===== src/rtl/rob_commit_unit_pkg.sv =====
// ----------------------------------------------------------------------------
// rob_commit_unit_pkg
// Shared types for the ROB commit consumer:
//   RobEntrySt / RobCmtSt  - what the ReorderBuffer presents each cycle
//   BpuUpdateSt            - branch predictor training record
//   CmtExcpSt              - exception record handed to CSR
//   CMT_RUN/FLUSH/SLEEP    - commit FSM state encodings
//   cmt_event_e            - per-slot flush-class event kind
// ----------------------------------------------------------------------------
package rob_commit_unit_pkg;

    localparam int CMT_WIDTH  = 2;
    localparam int ARCH_REGS  = 32;
    localparam int PHY_REGS   = 64;
    localparam int ARCH_IDX_W = $clog2(ARCH_REGS);
    localparam int PHY_IDX_W  = $clog2(PHY_REGS);

    // instr_type encodings carried in each ROB entry
    localparam logic [1:0] ALU_INSTR  = 2'd0;
    localparam logic [1:0] BR_INSTR   = 2'd1;
    localparam logic [1:0] MEM_INSTR  = 2'd2;
    localparam logic [1:0] PRIV_INSTR = 2'd3;

    typedef struct packed {
        logic       valid;
        logic [5:0] ecode;
        logic [8:0] esubcode;
    } RobExcpSt;

    typedef struct packed {
        logic [31:0]           pc;
        logic [1:0]            instr_type;
        logic [ARCH_IDX_W-1:0] arch_reg;
        logic [PHY_IDX_W-1:0]  phy_reg;
        logic [PHY_IDX_W-1:0]  old_phy_reg;
        logic                  old_phy_reg_valid;
        RobExcpSt              excp;
        logic [31:0]           error_vaddr;
        logic                  ertn_flush;
        logic                  br_redirect;
        logic [31:0]           br_target;
        logic [1:0]            br_type;
        logic                  br_taken;
        logic                  idle_flush;
        logic                  priv_flush;
        logic                  ibar_flush;
        logic                  icacop_flush;
    } RobEntrySt;

    typedef struct packed {
        logic [CMT_WIDTH-1:0]      valid;
        RobEntrySt [CMT_WIDTH-1:0] rob_entry;
    } RobCmtSt;

    typedef struct packed {
        logic        valid;
        logic [31:0] pc;
        logic [1:0]  br_type;
        logic        taken;
        logic [31:0] target;
    } BpuUpdateSt;

    typedef struct packed {
        logic        valid;
        logic [5:0]  ecode;
        logic [8:0]  esubcode;
        logic [31:0] pc;
        logic [31:0] badv;
    } CmtExcpSt;

    // Commit FSM states
    localparam logic [1:0] CMT_RUN   = 2'd0;
    localparam logic [1:0] CMT_FLUSH = 2'd1;
    localparam logic [1:0] CMT_SLEEP = 2'd2;

    typedef enum logic [2:0] {
        EV_NONE,
        EV_EXCP,
        EV_ERTN,
        EV_BR,
        EV_IDLE,
        EV_PRIV
    } cmt_event_e;

endpackage


===== src/rtl/rob_commit_unit_if.sv =====
// ----------------------------------------------------------------------------
// rob_commit_unit_if
// Commit bus from the ReorderBuffer to the commit unit.
//   cmt : RobCmtSt, valid[i] + rob_entry[i] per retire slot
// Handshake: valid-only. The ROB drives valid[i]/rob_entry[i] and the commit
// unit consumes every valid slot in that same cycle; there is no ready,
// because retirement is never back-pressured. Slots dropped behind a flush
// event are simply discarded with the rest of the pipeline.
//   master : ROB side (drives cmt)
//   slave  : commit unit side (reads cmt)
// ----------------------------------------------------------------------------
interface rob_commit_unit_if;
    import rob_commit_unit_pkg::*;

    RobCmtSt cmt;

    modport master (output cmt);
    modport slave  (input  cmt);

endinterface


===== src/rtl/rob_commit_unit_event_sel.sv =====
// ----------------------------------------------------------------------------
// rob_commit_unit_event_sel
// Combinational per-slot flush-event priority plus first-event pick.
//   cmt         in  : commit bus contents
//   act         out : slot retires this cycle (valid and not behind an event)
//   ev_kind     out : event of the first event-carrying slot (EV_NONE if none)
//   ev_pc       out : pc of that slot
//   ev_target   out : br_target of that slot
//   ev_ecode    out : exception ecode of that slot
//   ev_esubcode out : exception esubcode of that slot
//   ev_badv     out : error_vaddr of that slot
// ----------------------------------------------------------------------------
module rob_commit_unit_event_sel
    import rob_commit_unit_pkg::*;
(
    input  RobCmtSt              cmt,
    output logic [CMT_WIDTH-1:0] act,
    output cmt_event_e           ev_kind,
    output logic [31:0]          ev_pc,
    output logic [31:0]          ev_target,
    output logic [5:0]           ev_ecode,
    output logic [8:0]           ev_esubcode,
    output logic [31:0]          ev_badv
);

    cmt_event_e slot_ev [CMT_WIDTH];
    logic       stop;
    logic       unused_cmt;

    // Only a subset of entry fields matter here; fold the rest into a sink.
    assign unused_cmt = ^cmt;

    // Per-slot priority: exception > ertn > branch redirect > idle > priv-class
    always_comb begin
        for (int i = 0; i < CMT_WIDTH; i++) begin
            slot_ev[i] = EV_NONE;
            if (cmt.rob_entry[i].excp.valid)
                slot_ev[i] = EV_EXCP;
            else if (cmt.rob_entry[i].ertn_flush)
                slot_ev[i] = EV_ERTN;
            else if (cmt.rob_entry[i].br_redirect)
                slot_ev[i] = EV_BR;
            else if (cmt.rob_entry[i].idle_flush)
                slot_ev[i] = EV_IDLE;
            else if (cmt.rob_entry[i].priv_flush | cmt.rob_entry[i].ibar_flush |
                     cmt.rob_entry[i].icacop_flush)
                slot_ev[i] = EV_PRIV;
        end
    end

    // The event-carrying slot itself still acts; everything after it is dropped.
    always_comb begin
        act         = '0;
        stop        = 1'b0;
        ev_kind     = EV_NONE;
        ev_pc       = '0;
        ev_target   = '0;
        ev_ecode    = '0;
        ev_esubcode = '0;
        ev_badv     = '0;
        for (int i = 0; i < CMT_WIDTH; i++) begin
            if (!stop && cmt.valid[i]) begin
                act[i] = 1'b1;
                if (slot_ev[i] != EV_NONE) begin
                    stop        = 1'b1;
                    ev_kind     = slot_ev[i];
                    ev_pc       = cmt.rob_entry[i].pc;
                    ev_target   = cmt.rob_entry[i].br_target;
                    ev_ecode    = cmt.rob_entry[i].excp.ecode;
                    ev_esubcode = cmt.rob_entry[i].excp.esubcode;
                    ev_badv     = cmt.rob_entry[i].error_vaddr;
                end
            end
        end
    end

endmodule


===== src/rtl/rob_commit_unit.sv =====
// ----------------------------------------------------------------------------
// rob_commit_unit
// Consumer of the ROB commit bus. Performs architectural side effects of up to
// COMMIT_WIDTH retiring entries per cycle and turns flush-class events into a
// single flush pulse plus redirect PC. All outputs are registered.
//   clk, rst        : clock, synchronous active-high reset
//   cmt_i           : commit bus (slave modport)
//   eentry_i, era_i : exception entry / ertn return address from CSR
//   intr_i          : pending interrupt, wakes from SLEEP
//   arat_we_o/idx/preg : architectural RAT update
//   fl_free_o/preg  : free-list release of old physical registers
//   bpu_upd_o       : branch predictor training
//   excp_o, ertn_o  : exception / ertn retired
//   flush_o, redirect_pc_o : one-cycle flush pulse with target
//   stall_o         : frontend hold while sleeping
//   retired_cnt_o   : retired-instruction counter (wraps)
//   dbg_state_o     : commit FSM state
// ----------------------------------------------------------------------------
module rob_commit_unit
    import rob_commit_unit_pkg::*;
#(
    parameter int COMMIT_WIDTH = 2,
    parameter int ARCH_REG_NUM = 32,
    parameter int PHY_REG_NUM  = 64
) (
    input  logic                                              clk,
    input  logic                                              rst,
    rob_commit_unit_if.slave                                  cmt_i,
    input  logic [31:0]                                       eentry_i,
    input  logic [31:0]                                       era_i,
    input  logic                                              intr_i,
    output logic [COMMIT_WIDTH-1:0]                           arat_we_o,
    output logic [COMMIT_WIDTH-1:0][$clog2(ARCH_REG_NUM)-1:0] arat_idx_o,
    output logic [COMMIT_WIDTH-1:0][$clog2(PHY_REG_NUM)-1:0]  arat_preg_o,
    output logic [COMMIT_WIDTH-1:0]                           fl_free_o,
    output logic [COMMIT_WIDTH-1:0][$clog2(PHY_REG_NUM)-1:0]  fl_preg_o,
    output BpuUpdateSt                                        bpu_upd_o,
    output CmtExcpSt                                          excp_o,
    output logic                                              ertn_o,
    output logic                                              flush_o,
    output logic [31:0]                                       redirect_pc_o,
    output logic                                              stall_o,
    output logic [63:0]                                       retired_cnt_o,
    output logic [1:0]                                        dbg_state_o
);

    localparam int INC_W = $clog2(COMMIT_WIDTH + 1);

    logic [1:0]              state;
    logic [31:0]             idle_pc;
    logic                    run;
    logic [COMMIT_WIDTH-1:0] act;
    logic [COMMIT_WIDTH-1:0] rat_ok;
    logic [COMMIT_WIDTH-1:0] we_n;
    logic [INC_W-1:0]        ret_inc;
    BpuUpdateSt              bpu_n;
    logic                    bpu_found;
    cmt_event_e              ev_kind;
    logic [31:0]             ev_pc;
    logic [31:0]             ev_target;
    logic [5:0]              ev_ecode;
    logic [8:0]              ev_esubcode;
    logic [31:0]             ev_badv;

    assign run         = (state == CMT_RUN);
    assign dbg_state_o = state;

    rob_commit_unit_event_sel u_event_sel (
        .cmt         (cmt_i.cmt),
        .act         (act),
        .ev_kind     (ev_kind),
        .ev_pc       (ev_pc),
        .ev_target   (ev_target),
        .ev_ecode    (ev_ecode),
        .ev_esubcode (ev_esubcode),
        .ev_badv     (ev_badv)
    );

    // RAT/free-list eligibility, write collapsing and retire count
    always_comb begin
        rat_ok  = '0;
        ret_inc = '0;
        for (int i = 0; i < COMMIT_WIDTH; i++) begin
            rat_ok[i] = run & act[i] & cmt_i.cmt.rob_entry[i].old_phy_reg_valid &
                        ~cmt_i.cmt.rob_entry[i].excp.valid;
            if (run && act[i] && !cmt_i.cmt.rob_entry[i].excp.valid)
                ret_inc = ret_inc + INC_W'(1);
        end
        // A younger slot writing the same arch reg wins the RAT; both old
        // mappings are still released.
        we_n = rat_ok;
        for (int i = 0; i < COMMIT_WIDTH; i++) begin
            for (int j = i + 1; j < COMMIT_WIDTH; j++) begin
                if (rat_ok[j] &&
                    cmt_i.cmt.rob_entry[j].arch_reg == cmt_i.cmt.rob_entry[i].arch_reg)
                    we_n[i] = 1'b0;
            end
        end
    end

    // BPU training from the oldest acting branch only
    always_comb begin
        bpu_n     = '0;
        bpu_found = 1'b0;
        for (int i = 0; i < COMMIT_WIDTH; i++) begin
            if (!bpu_found && run && act[i] &&
                cmt_i.cmt.rob_entry[i].instr_type == BR_INSTR) begin
                bpu_found     = 1'b1;
                bpu_n.valid   = 1'b1;
                bpu_n.pc      = cmt_i.cmt.rob_entry[i].pc;
                bpu_n.br_type = cmt_i.cmt.rob_entry[i].br_type;
                bpu_n.taken   = cmt_i.cmt.rob_entry[i].br_taken;
                bpu_n.target  = cmt_i.cmt.rob_entry[i].br_target;
            end
        end
    end

    always_ff @(posedge clk) begin
        if (rst) begin
            state         <= CMT_RUN;
            idle_pc       <= '0;
            arat_we_o     <= '0;
            arat_idx_o    <= '0;
            arat_preg_o   <= '0;
            fl_free_o     <= '0;
            fl_preg_o     <= '0;
            bpu_upd_o     <= '0;
            excp_o        <= '0;
            ertn_o        <= 1'b0;
            flush_o       <= 1'b0;
            redirect_pc_o <= '0;
            stall_o       <= 1'b0;
            retired_cnt_o <= '0;
        end else begin
            arat_we_o <= we_n;
            fl_free_o <= rat_ok;
            for (int i = 0; i < COMMIT_WIDTH; i++) begin
                arat_idx_o[i]  <= cmt_i.cmt.rob_entry[i].arch_reg;
                arat_preg_o[i] <= cmt_i.cmt.rob_entry[i].phy_reg;
                fl_preg_o[i]   <= cmt_i.cmt.rob_entry[i].old_phy_reg;
            end
            bpu_upd_o     <= bpu_n;
            excp_o        <= '0;
            ertn_o        <= 1'b0;
            flush_o       <= 1'b0;
            retired_cnt_o <= retired_cnt_o + 64'(ret_inc);

            case (state)
                CMT_RUN: begin
                    case (ev_kind)
                        EV_EXCP: begin
                            state          <= CMT_FLUSH;
                            flush_o        <= 1'b1;
                            redirect_pc_o  <= eentry_i;
                            excp_o.valid    <= 1'b1;
                            excp_o.ecode    <= ev_ecode;
                            excp_o.esubcode <= ev_esubcode;
                            excp_o.pc       <= ev_pc;
                            excp_o.badv     <= ev_badv;
                        end
                        EV_ERTN: begin
                            state         <= CMT_FLUSH;
                            flush_o       <= 1'b1;
                            redirect_pc_o <= era_i;
                            ertn_o        <= 1'b1;
                        end
                        EV_BR: begin
                            state         <= CMT_FLUSH;
                            flush_o       <= 1'b1;
                            redirect_pc_o <= ev_target;
                        end
                        EV_IDLE: begin
                            // Interrupt is only honoured once actually asleep
                            state   <= CMT_SLEEP;
                            stall_o <= 1'b1;
                            idle_pc <= ev_pc + 32'd4;
                        end
                        EV_PRIV: begin
                            state         <= CMT_FLUSH;
                            flush_o       <= 1'b1;
                            redirect_pc_o <= ev_pc + 32'd4;
                        end
                        default: ;
                    endcase
                end
                CMT_FLUSH: state <= CMT_RUN;
                CMT_SLEEP: begin
                    if (intr_i) begin
                        state         <= CMT_FLUSH;
                        flush_o       <= 1'b1;
                        redirect_pc_o <= idle_pc;
                        stall_o       <= 1'b0;
                    end
                end
                default: state <= CMT_RUN;
            endcase
        end
    end

endmodule


===== src/flat_wrapper.sv =====
// flat-port wrapper written by rule: the top's interface ports become plain ports
module rob_commit_unit_flat import rob_commit_unit_pkg::*;
#(
    parameter int COMMIT_WIDTH = 2,
    parameter int ARCH_REG_NUM = 32,
    parameter int PHY_REG_NUM  = 64
)
  (clk, rst, eentry_i, era_i, intr_i, arat_we_o, arat_idx_o, arat_preg_o, fl_free_o, fl_preg_o, bpu_upd_o, excp_o, ertn_o, flush_o, redirect_pc_o, stall_o, retired_cnt_o, dbg_state_o, cmt_i_cmt);
  rob_commit_unit_if cmt_i_i ();
  input  logic clk;
  input  logic rst;
  input  logic [31:0] eentry_i;
  input  logic [31:0] era_i;
  input  logic intr_i;
  output logic [COMMIT_WIDTH-1:0] arat_we_o;
  output logic [COMMIT_WIDTH-1:0][$clog2(ARCH_REG_NUM)-1:0] arat_idx_o;
  output logic [COMMIT_WIDTH-1:0][$clog2(PHY_REG_NUM)-1:0] arat_preg_o;
  output logic [COMMIT_WIDTH-1:0] fl_free_o;
  output logic [COMMIT_WIDTH-1:0][$clog2(PHY_REG_NUM)-1:0] fl_preg_o;
  output BpuUpdateSt bpu_upd_o;
  output CmtExcpSt excp_o;
  output logic ertn_o;
  output logic flush_o;
  output logic [31:0] redirect_pc_o;
  output logic stall_o;
  output logic [63:0] retired_cnt_o;
  output logic [1:0] dbg_state_o;
  input wire logic [$bits(cmt_i_i.cmt)-1:0] cmt_i_cmt;
  assign cmt_i_i.cmt = cmt_i_cmt;
  rob_commit_unit #(.COMMIT_WIDTH(COMMIT_WIDTH), .ARCH_REG_NUM(ARCH_REG_NUM), .PHY_REG_NUM(PHY_REG_NUM)) u_core (.clk(clk), .rst(rst), .cmt_i(cmt_i_i), .eentry_i(eentry_i), .era_i(era_i), .intr_i(intr_i), .arat_we_o(arat_we_o), .arat_idx_o(arat_idx_o), .arat_preg_o(arat_preg_o), .fl_free_o(fl_free_o), .fl_preg_o(fl_preg_o), .bpu_upd_o(bpu_upd_o), .excp_o(excp_o), .ertn_o(ertn_o), .flush_o(flush_o), .redirect_pc_o(redirect_pc_o), .stall_o(stall_o), .retired_cnt_o(retired_cnt_o), .dbg_state_o(dbg_state_o));
endmodule

===== config.mk =====
export PLATFORM = sky130hd
export DESIGN_NAME = rob_commit_unit_flat
export DESIGN_NICKNAME = d
export VERILOG_FILES = /design/src/rtl/rob_commit_unit_pkg.sv /design/src/rtl/rob_commit_unit_if.sv /design/src/rtl/rob_commit_unit_event_sel.sv /design/src/rtl/rob_commit_unit.sv /design/src/flat_wrapper.sv
export SDC_FILE = /design/constraint.sdc
export NUM_CORES = 1
export LEC_CHECK = 0
export CAP_MARGIN = 0
export CORE_AREA = 2 2 249 251
export CTS_CLUSTER_DIAMETER = 60
export CTS_CLUSTER_SIZE = 20
export DETAILED_ROUTE_END_ITERATION = 12
export DIE_AREA = 0 0 251 253
export SYNTH_ARGS = -nofsm -noshare
export SYNTH_HDL_FRONTEND = slang
export SYNTH_SLANG_ARGS = --single-unit

===== constraint.sdc =====
create_clock -name clk -period 5.95 [get_ports clk]
set_input_delay 0.8925 -clock clk [delete_from_list [all_inputs] [get_ports clk]]
set_output_delay 0.8925 -clock clk [all_outputs]
set_load 0.01 [all_outputs]

==> run summary <==
### Worst setup path
• flop — type of destination of the critical path
• 11 — highest net fanout along the worst path
• 3 — Critical path buffers and inverters
• 6.36 ns — data required time at the worst endpoint
• sky130_fd_sc_hd__or4_4 — Slowest cell on crit path
• clkdlybuf4s50_1 -> or4_4 -> o21ai_2 -> nand3_1 -> nor2_1 -> ha_1 -> ha_1 -> inv_1 -> fa_1 -> nand2b_1 -> nor4_2 -> buf_4 -> nand4_1 -> nor4_4 -> nand4_1 -> xor2_1 -> nor2_1 — chain of cells forming the critical path
• 5.43 ns — data arrival at the endpoint of the critical path
• input pin — critical path launch point type
• 0.67 ns — critical path's largest stage delay
• simple AND/OR/NAND/NOR gates — gate family responsible for the most delay along the worst path
• in2reg — class of the most critical setup path

### Routing
• 24.84 µm — average wire per standard cell
• 0 — DRC errors left
• 15.33k — routed via count
• 74940 µm — wire length after detailed routing
• 5.081 — detailed-route vias per instance
• 1534 — First DRT Iteration DRCs
• 0 — post-route antenna net violation count
• 6 — Initial DRT Pass Iterations

### Floorplan
• 61030 µm² — Core Box Area
• 22.94% — effective utilization at floorplan
• 253 µm — height of the die
• 91 — Row Count
• 638 — Top-Level Pins
• 251 µm — die span in x
• 63500 µm² — overall die area

### Synth
• 45.47% — share of synthesized area occupied by flip-flops and latches
• 1616 — gate count of the mapped netlist
• sky130_fd_sc_hd__dfxtp_1 — most used flip-flop cell after synthesis
• 14000 µm² — post-synth design cell area
• 318 — total of flip-flops plus latches after synthesis
• 45.47% — top cell type's share of synthesized area
• 85 — Synth cell types
• 0 — Yosys warning total
• sky130_fd_sc_hd__dfxtp_1 — most frequent cell after synthesis
• 1972 — Syn Nets
• 0% — asr flop ratio synth
• 8.663 µm² — synthesized area per cell
• 0 — number of enable flip-flop cells after synthesis
• sky130_fd_sc_hd__dfxtp_1 — library cell with the largest summed area after synthesis
• sky130_fd_sc_hd__dfxtp_1 (45%), sky130_fd_sc_hd__a22oi_1 (8.1%), sky130_fd_sc_hd__nor2_1 (7.3%), sky130_fd_sc_hd__nand2_1 (2.9%), sky130_fd_sc_hd__xnor2_1 (2.6%) — top cells by area, synth
• sky130_fd_sc_hd__dfxtp_1 (318), sky130_fd_sc_hd__nor2_1 (271), sky130_fd_sc_hd__a22oi_1 (151) — most frequent cells after synthesis

### STA
• 0 — pins over their slew limit
• 24.54% — worst-case headroom to the max-slew limit
• 0 — number of endpoints failing setup at the final stage
• no — RSZ-0062 raised after global routing
• 0 — final hold violations
• 0.02046 ns — Final Skew
• 84.29% — final worst path period share
• 5.015 ns — Period minus WS final
• 0 ns — total negative slack
• 0.1994 GHz — FMAX
• 1.128 ns — pin slew with the least headroom to its limit

### Finish
• 6.031% — layout cell share with drive strength beyond 1
• 6202 — # fillers
• 3017 — Cell Count, Final, Fillers Out
• 2553 — net count reported at finish
• 6366 µm² — sequential cell area
• 7076 µm² — area occupied by multi-input gates
• 22410 µm² — post-route design area
• 60.04% — area growth from synthesis to layout

### Placement
• 637 — total of buffers placed on input and output ports
• 58580 µm — Final HPWL DP
• 0.9098 — weighted congestion reported at the end of routability-driven placement
• 21150 µm² — total cell area at the placement stage
• 2948 — cell total after placement

### Global routing
• 19 — number of antenna violations at the first check in global routing
• 0 — Congestion Overflow GR
• 104500 µm — global-route wire length before repair
• 22.62% — global-route usage over all layers
• 128 — largest net degree at the start of global routing
• 14.93k — vias in the first global route

### Power
• 251.2 nW/µm² — PD cells
• 0.1833 mV — IR Drop Worst-Case VDD
• 0.007815 µW — leakage power

### CTS
• 318 — clk sinks
• done — TritonCTS clock tree
• sky130_fd_sc_hd__clkbuf_16 — root buf cell
• 0 — count of hold buffers inserted by post-cts repair
• 37 — number of buffers inserted during clock tree synthesis
• 0.56 ns — clock latency on the worst-skew pair
• 0.07 ns — clock transition at the registers of the reported paths
• 0 — setup bufs post-CTS
• 2 — number of levels in the clock H-tree
• 3 — worst-case clock buffer depth
• 0 — number of gates resized after CTS

### Run status
• completed — run status

### Worst hold path
• reg2reg — path class of the lowest-slack min-delay path

### Flow run
• 0 — number of max-cap violations

-- placed cells by master, fill, tap and decap left out, drive strengths merged, types with 12 or more instances in the layout --
master / netlist / routed
o211ai: 15 / 15
clkinv: 0 / 12
nor2b: 46 / 46
a211oi: 29 / 29
clkdlybuf4s50: 0 / 636
o31ai: 12 / 12
a22oi: 151 / 151
nor3: 40 / 40
and3: 23 / 23
and4: 13 / 13
nor2: 272 / 272
o21ai: 45 / 45
nand4: 31 / 31
buf: 45 / 32
a21oi: 70 / 70
clkbuf: 82 / 39
nand3: 51 / 51
dfxtp: 318 / 318
a222oi: 16 / 16
or3: 15 / 15
xor2: 41 / 41
nand2: 107 / 107
inv: 16 / 27
xnor2: 41 / 41
-- final cells by class --
class | instances | share of cell area [%]
Clock buffer | 38 | 4.194
Inverter | 16 | 0.2681
Timing Repair Buffer | 669 | 29.71
Sequential cell | 318 | 28.41
Multi-Input combinational cell | 1155 | 31.58
Clock inverter | 26 | 1.363
Antenna cell | 5 | 0.05584
Tap cell | 790 | 4.412
-- state kept, by name (all words and copies together) (netlist names), 10 cells and up --
register,flops
u_core.bpu_upd_o,68
u_core.retired_cnt_o,64
u_core.arat_preg_o,12
u_core.excp_o,80
u_core.redirect_pc_o,32
u_core.fl_preg_o,12
u_core.idle_pc,32
u_core.arat_idx_o,10
-- per-stage QoR --
step	worst slack [ns]	hold WS [ns]	power (µW)	utilization (%)
4_1_cts	0.9174	0.4540	5698	36.69
6_report	0.9348	0.4544	5627	36.71
2_1_floorplan	1.436	0.4319	2665	-
3_5_place_dp	0.3245	0.4443	3318	34.65
5_1_grt	0.6805	0.4695	5833	36.70
3_3_place_gp	0.3727	0.4393	3313	34.65
-- where the power goes --
part | total [µW] | switching, µW | internal (µW) | leakage (µW)
Combinational | 1030 | 546 | 480 | 0.00463
Sequential | 2240 | 38.0 | 2210 | 0.00259
Clock | 2360 | 1130 | 1230 | 0.000596
-- worst min-delay path, delay by kind of cell (launching register included) --
family / cells / cell delay [ns]
flip-flops: 1 / 0.31
AND/OR/NAND/NOR: 1 / 0.05
AO/OA/AOI/OAI: 1 / 0.05
-- cell families (layout without fill, tap and decap cells) --
group / count (synthesis) / in the layout / share of synthesized area (%)
AND/OR/NAND/NOR: 642 / 642 / 22.22
AO/OA/AOI/OAI: 426 / 426 / 22.27
flip-flops: 318 / 318 / 45.47
buffers and inverters: 143 / 749 / 4.406
XOR/XNOR: 82 / 82 / 5.130
adder cells (fa/ha/maj): 5 / 5 / 0.5005
other: 0 / 5 / 0
-- path summary, 6_finish.rpt --
check                                            from                       end  slack (ns)  depth (start not counted)
worst max-delay path                     cmt_i_cmt[1]  u_core.retired_cnt_o[58]        0.93                         17
worst min-delay path               u_core.idle_pc[20]        u_core.idle_pc[20]        0.45                          2
worst max register to register  u_core.dbg_state_o[1]  u_core.retired_cnt_o[58]        1.88                         14
worst min register to register     u_core.idle_pc[20]        u_core.idle_pc[20]        0.45                          2
-- metal layers --
| layer | wire length (µm) | global-route usage (%) | vias up | share of wire (%) |
|---|---|---|---|---|
| met5 | 154 | 0 | - | 0.21 |
| met4 | 3082 | 9.116 | 24 | 4.1 |
| met3 | 6871 | 7.031 | 133 | 9.2 |
| met2 | 34530 | 36.92 | 765 | 46 |
| met1 | 30300 | 27.66 | 7344 | 40 |
| li1 | - | - | 7062 | - |
No activity file was read; power rests on OpenSTA's default activity.
==> RTL change, RTL diff (config.mk and constraints unchanged) <==
Put one more register stage on the output `retired_cnt_o`, cleared by the reset. The value now appears one clock later. The other outputs are not delayed to match.
--- a/src/rtl/rob_commit_unit.sv
+++ b/src/rtl/rob_commit_unit.sv
@@ -46,6 +46,8 @@
 
     localparam int INC_W = $clog2(COMMIT_WIDTH + 1);
 
+    logic [63:0] retired_cnt_s0;
+
     logic [1:0]              state;
     logic [31:0]             idle_pc;
     logic                    run;
@@ -130,7 +132,7 @@
             flush_o       <= 1'b0;
             redirect_pc_o <= '0;
             stall_o       <= 1'b0;
-            retired_cnt_o <= '0;
+            retired_cnt_s0 <= '0;
         end else begin
             arat_we_o <= we_n;
             fl_free_o <= rat_ok;
@@ -143,7 +145,7 @@
             excp_o        <= '0;
             ertn_o        <= 1'b0;
             flush_o       <= 1'b0;
-            retired_cnt_o <= retired_cnt_o + 64'(ret_inc);
+            retired_cnt_s0 <= retired_cnt_s0 + 64'(ret_inc);
 
             case (state)
                 CMT_RUN: begin
@@ -197,5 +199,13 @@
         end
     end
 
+    always_ff @(posedge clk) begin
+        if (rst) begin
+            retired_cnt_o <= '0;
+        end else begin
+            retired_cnt_o <= retired_cnt_s0;
+        end
+    end
+
 endmodule
 
Formal check against the unedited RTL: not equivalent (a bounded check fails within 4 cycles, from zero or initial values and one cycle with rst high).
==> RTL change against the unedited design <==
Sequential power rose by 20%. Non-clock buffer count rose by 3. Routed wire length rose by 0.33%. Highest routed layer unchanged. Setup slack improved by 62 ps. Largest power group unchanged. Final area rose by 8.1%. Area after synthesis rose by 12%. Via count rose by 5.9%. Die area did not move. Hold slack got worse by 15 ps. Sequential cell count rose by 64. Total power rose by 14%.
==> RTL change: results (changes against the unedited design) <==
\begin{tabular}{lr}
\hline
Metric & Value \\
\hline
\multicolumn{2}{l}{\textbf{Clocking}} \\
\quad Clock insertion delay at the later pin of the skew report & 580 ps (+20 ps) \\
\quad Number of buffers created by CTS & 39 (+5.4\%) \\
\multicolumn{2}{l}{\textbf{Setup path}} \\
\quad Critical Path Start & cmt\_i\_cmt[2] \\
\quad Internal reg-to-reg setup slack & 1740 ps (-140 ps) \\
\quad Slowest cell on the critical path & sky130\_fd\_sc\_hd\_\_or4\_1 \\
\quad Crit Path Max Fanout & 10 (-1) \\
\quad Critical path's largest stage delay & 630 ps (-40 ps) \\
\quad End of the worst register-to-register path & u\_core.retired\_cnt\_s0[54] \\
\multicolumn{2}{l}{\textbf{Layout}} \\
\quad Fraction of final layout cells sized beyond drive strength 1 & 0.0579 (-0.00244) \\
\quad Final standard cell count with taps included and fillers excluded & 3181 (+5.4\%) \\
\multicolumn{2}{l}{\textbf{Synthesis}} \\
\quad Cell types occupying the most area after synthesis & sky130\_fd\_sc\_hd\_\_dfxtp\_1 (49\%), sky130\_fd\_sc\_hd\_\_a22oi\_1 (6.4\%), sky130\_fd\_sc\_hd\_\_nor2\_1 (6.2\%), sky130\_fd\_sc\_hd\_\_nor2b\_1 (4.2\%), sky130\_fd\_sc\_hd\_\_nand2\_1 (3.4\%) \\
\quad Sequential share of the synthesized area & 0.489 (+0.0345) \\
\quad Mapped Nets & 2131 (+8.1\%) \\
\quad Unique cell type count in the Yosys netlist & 77 (-9.4\%) \\
\quad Area share of xor/xnor cells in the synthesized design & 0.0415 (-0.00983) \\
\quad Gate count of the mapped netlist & 1775 (+9.8\%) \\
\multicolumn{2}{l}{\textbf{Global route}} \\
\quad GR Util All Layers & 0.227 (+0.00102) \\
\quad First-pass GRT wire length & 108 mm (+3.1\%) \\
\multicolumn{2}{l}{\textbf{STA}} \\
\quad Max Clock Skew & 14.1 ps (-6.39 ps) \\
\multicolumn{2}{l}{\textbf{Placement}} \\
\quad Placed inst area & 22800 um2 (+7.8\%) \\
\quad Pre-CTS setup slack & 455 ps (+130 ps) \\
\quad Final weighted congestion of routability-driven global placement & 0.936 (+2.9\%) \\
\quad Count of placed standard cells including taps & 3103 (+5.3\%) \\
\multicolumn{2}{l}{\textbf{Route}} \\
\quad Count of TritonRoute iterations in the first routing pass & 7 (+1) \\
\quad Via count & 16226 (+5.9\%) \\
\quad Wire length per cell & 23.6 um (-4.8\%) \\
\multicolumn{2}{l}{\textbf{Pwr}} \\
\quad Peak VDD IR & 0.266 mV (+45\%) \\
\multicolumn{2}{l}{\textbf{Run status}} \\
\quad Run status & complete, no violations \\
\hline
\end{tabular}
## RTL change: cell count changes after synthesis, moves of 11 or more
cell,change
sky130_fd_sc_hd__nor3_1,-11
sky130_fd_sc_hd__a211oi_1,-19
sky130_fd_sc_hd__nand2_1,+34
sky130_fd_sc_hd__o21ai_0,+33
sky130_fd_sc_hd__o211ai_1,+12
sky130_fd_sc_hd__dfxtp_1,+64
sky130_fd_sc_hd__nand3_1,+20
sky130_fd_sc_hd__nor2b_1,+59
sky130_fd_sc_hd__a22oi_1,-17
sky130_fd_sc_hd__nor2_1,-12
sky130_fd_sc_hd__clkbuf_1,+27
sky130_fd_sc_hd__a222oi_1,-15
## RTL change: cell families after synthesis
family	count (synthesis)
mux	13
buf+inv	156
compound gates	412
simple gates	733
fa+ha+maj	5
flops	382
xor+xnor	74
## RTL change: how the worst min path moves through the flow
stage / slack (ps) / depth (start not counted) / from / endpoint
floorplan: 430 / 2 / u_core.idle_pc[14] / u_core.idle_pc[14]
global placement: 430 / 2 / u_core.redirect_pc_o[5] / u_core.redirect_pc_o[5]
detailed placement: 440 / 2 / u_core.redirect_pc_o[5] / u_core.redirect_pc_o[5]
CTS: 440 / 2 / u_core.redirect_pc_o[5] / u_core.redirect_pc_o[5]
global route: 480 / 2 / u_core.stall_o / u_core.stall_o
finish: 440 / 2 / u_core.redirect_pc_o[5] / u_core.redirect_pc_o[5]
## RTL change: per-layer routing
layer	vias up	wire length, um	GRT usage
met5	-	74	0
met4	12	2790	0.0876
met3	137	6800	0.0682
met2	812	36500	0.388
met1	7794	29000	0.268
li1	7471	-	-
## RTL change: area by class of cell
cell class	count	area (um2)
antenna	6	15.0
clock buffer	43	1020
clock inverter	29	383
fill	6109	36800
inverter	22	82.6
multi-input combinational	1237	7420
sequential	382	7650
tap	790	988
timing repair buffer	672	6670
## RTL change: where the power goes
group | switching (mW) | internal, mW
Sequential | 0.0452 | 2.64
Clock | 1.25 | 1.46
Combinational | 0.543 | 0.481
## RTL change: worst reg2reg max path, cell delays in order (launching register included)
cell	delay, ps
sky130_fd_sc_hd__dfxtp_1	470
sky130_fd_sc_hd__nor2_1	330
sky130_fd_sc_hd__nand2_1	160
sky130_fd_sc_hd__nor2_1	310
sky130_fd_sc_hd__ha_1	180
sky130_fd_sc_hd__ha_1	150
sky130_fd_sc_hd__inv_1	60
sky130_fd_sc_hd__fa_1	410
sky130_fd_sc_hd__or3b_1	500
sky130_fd_sc_hd__or3_1	400
sky130_fd_sc_hd__or4_1	590
sky130_fd_sc_hd__nor4_1	310
sky130_fd_sc_hd__xnor2_1	160
sky130_fd_sc_hd__nor2_1	50
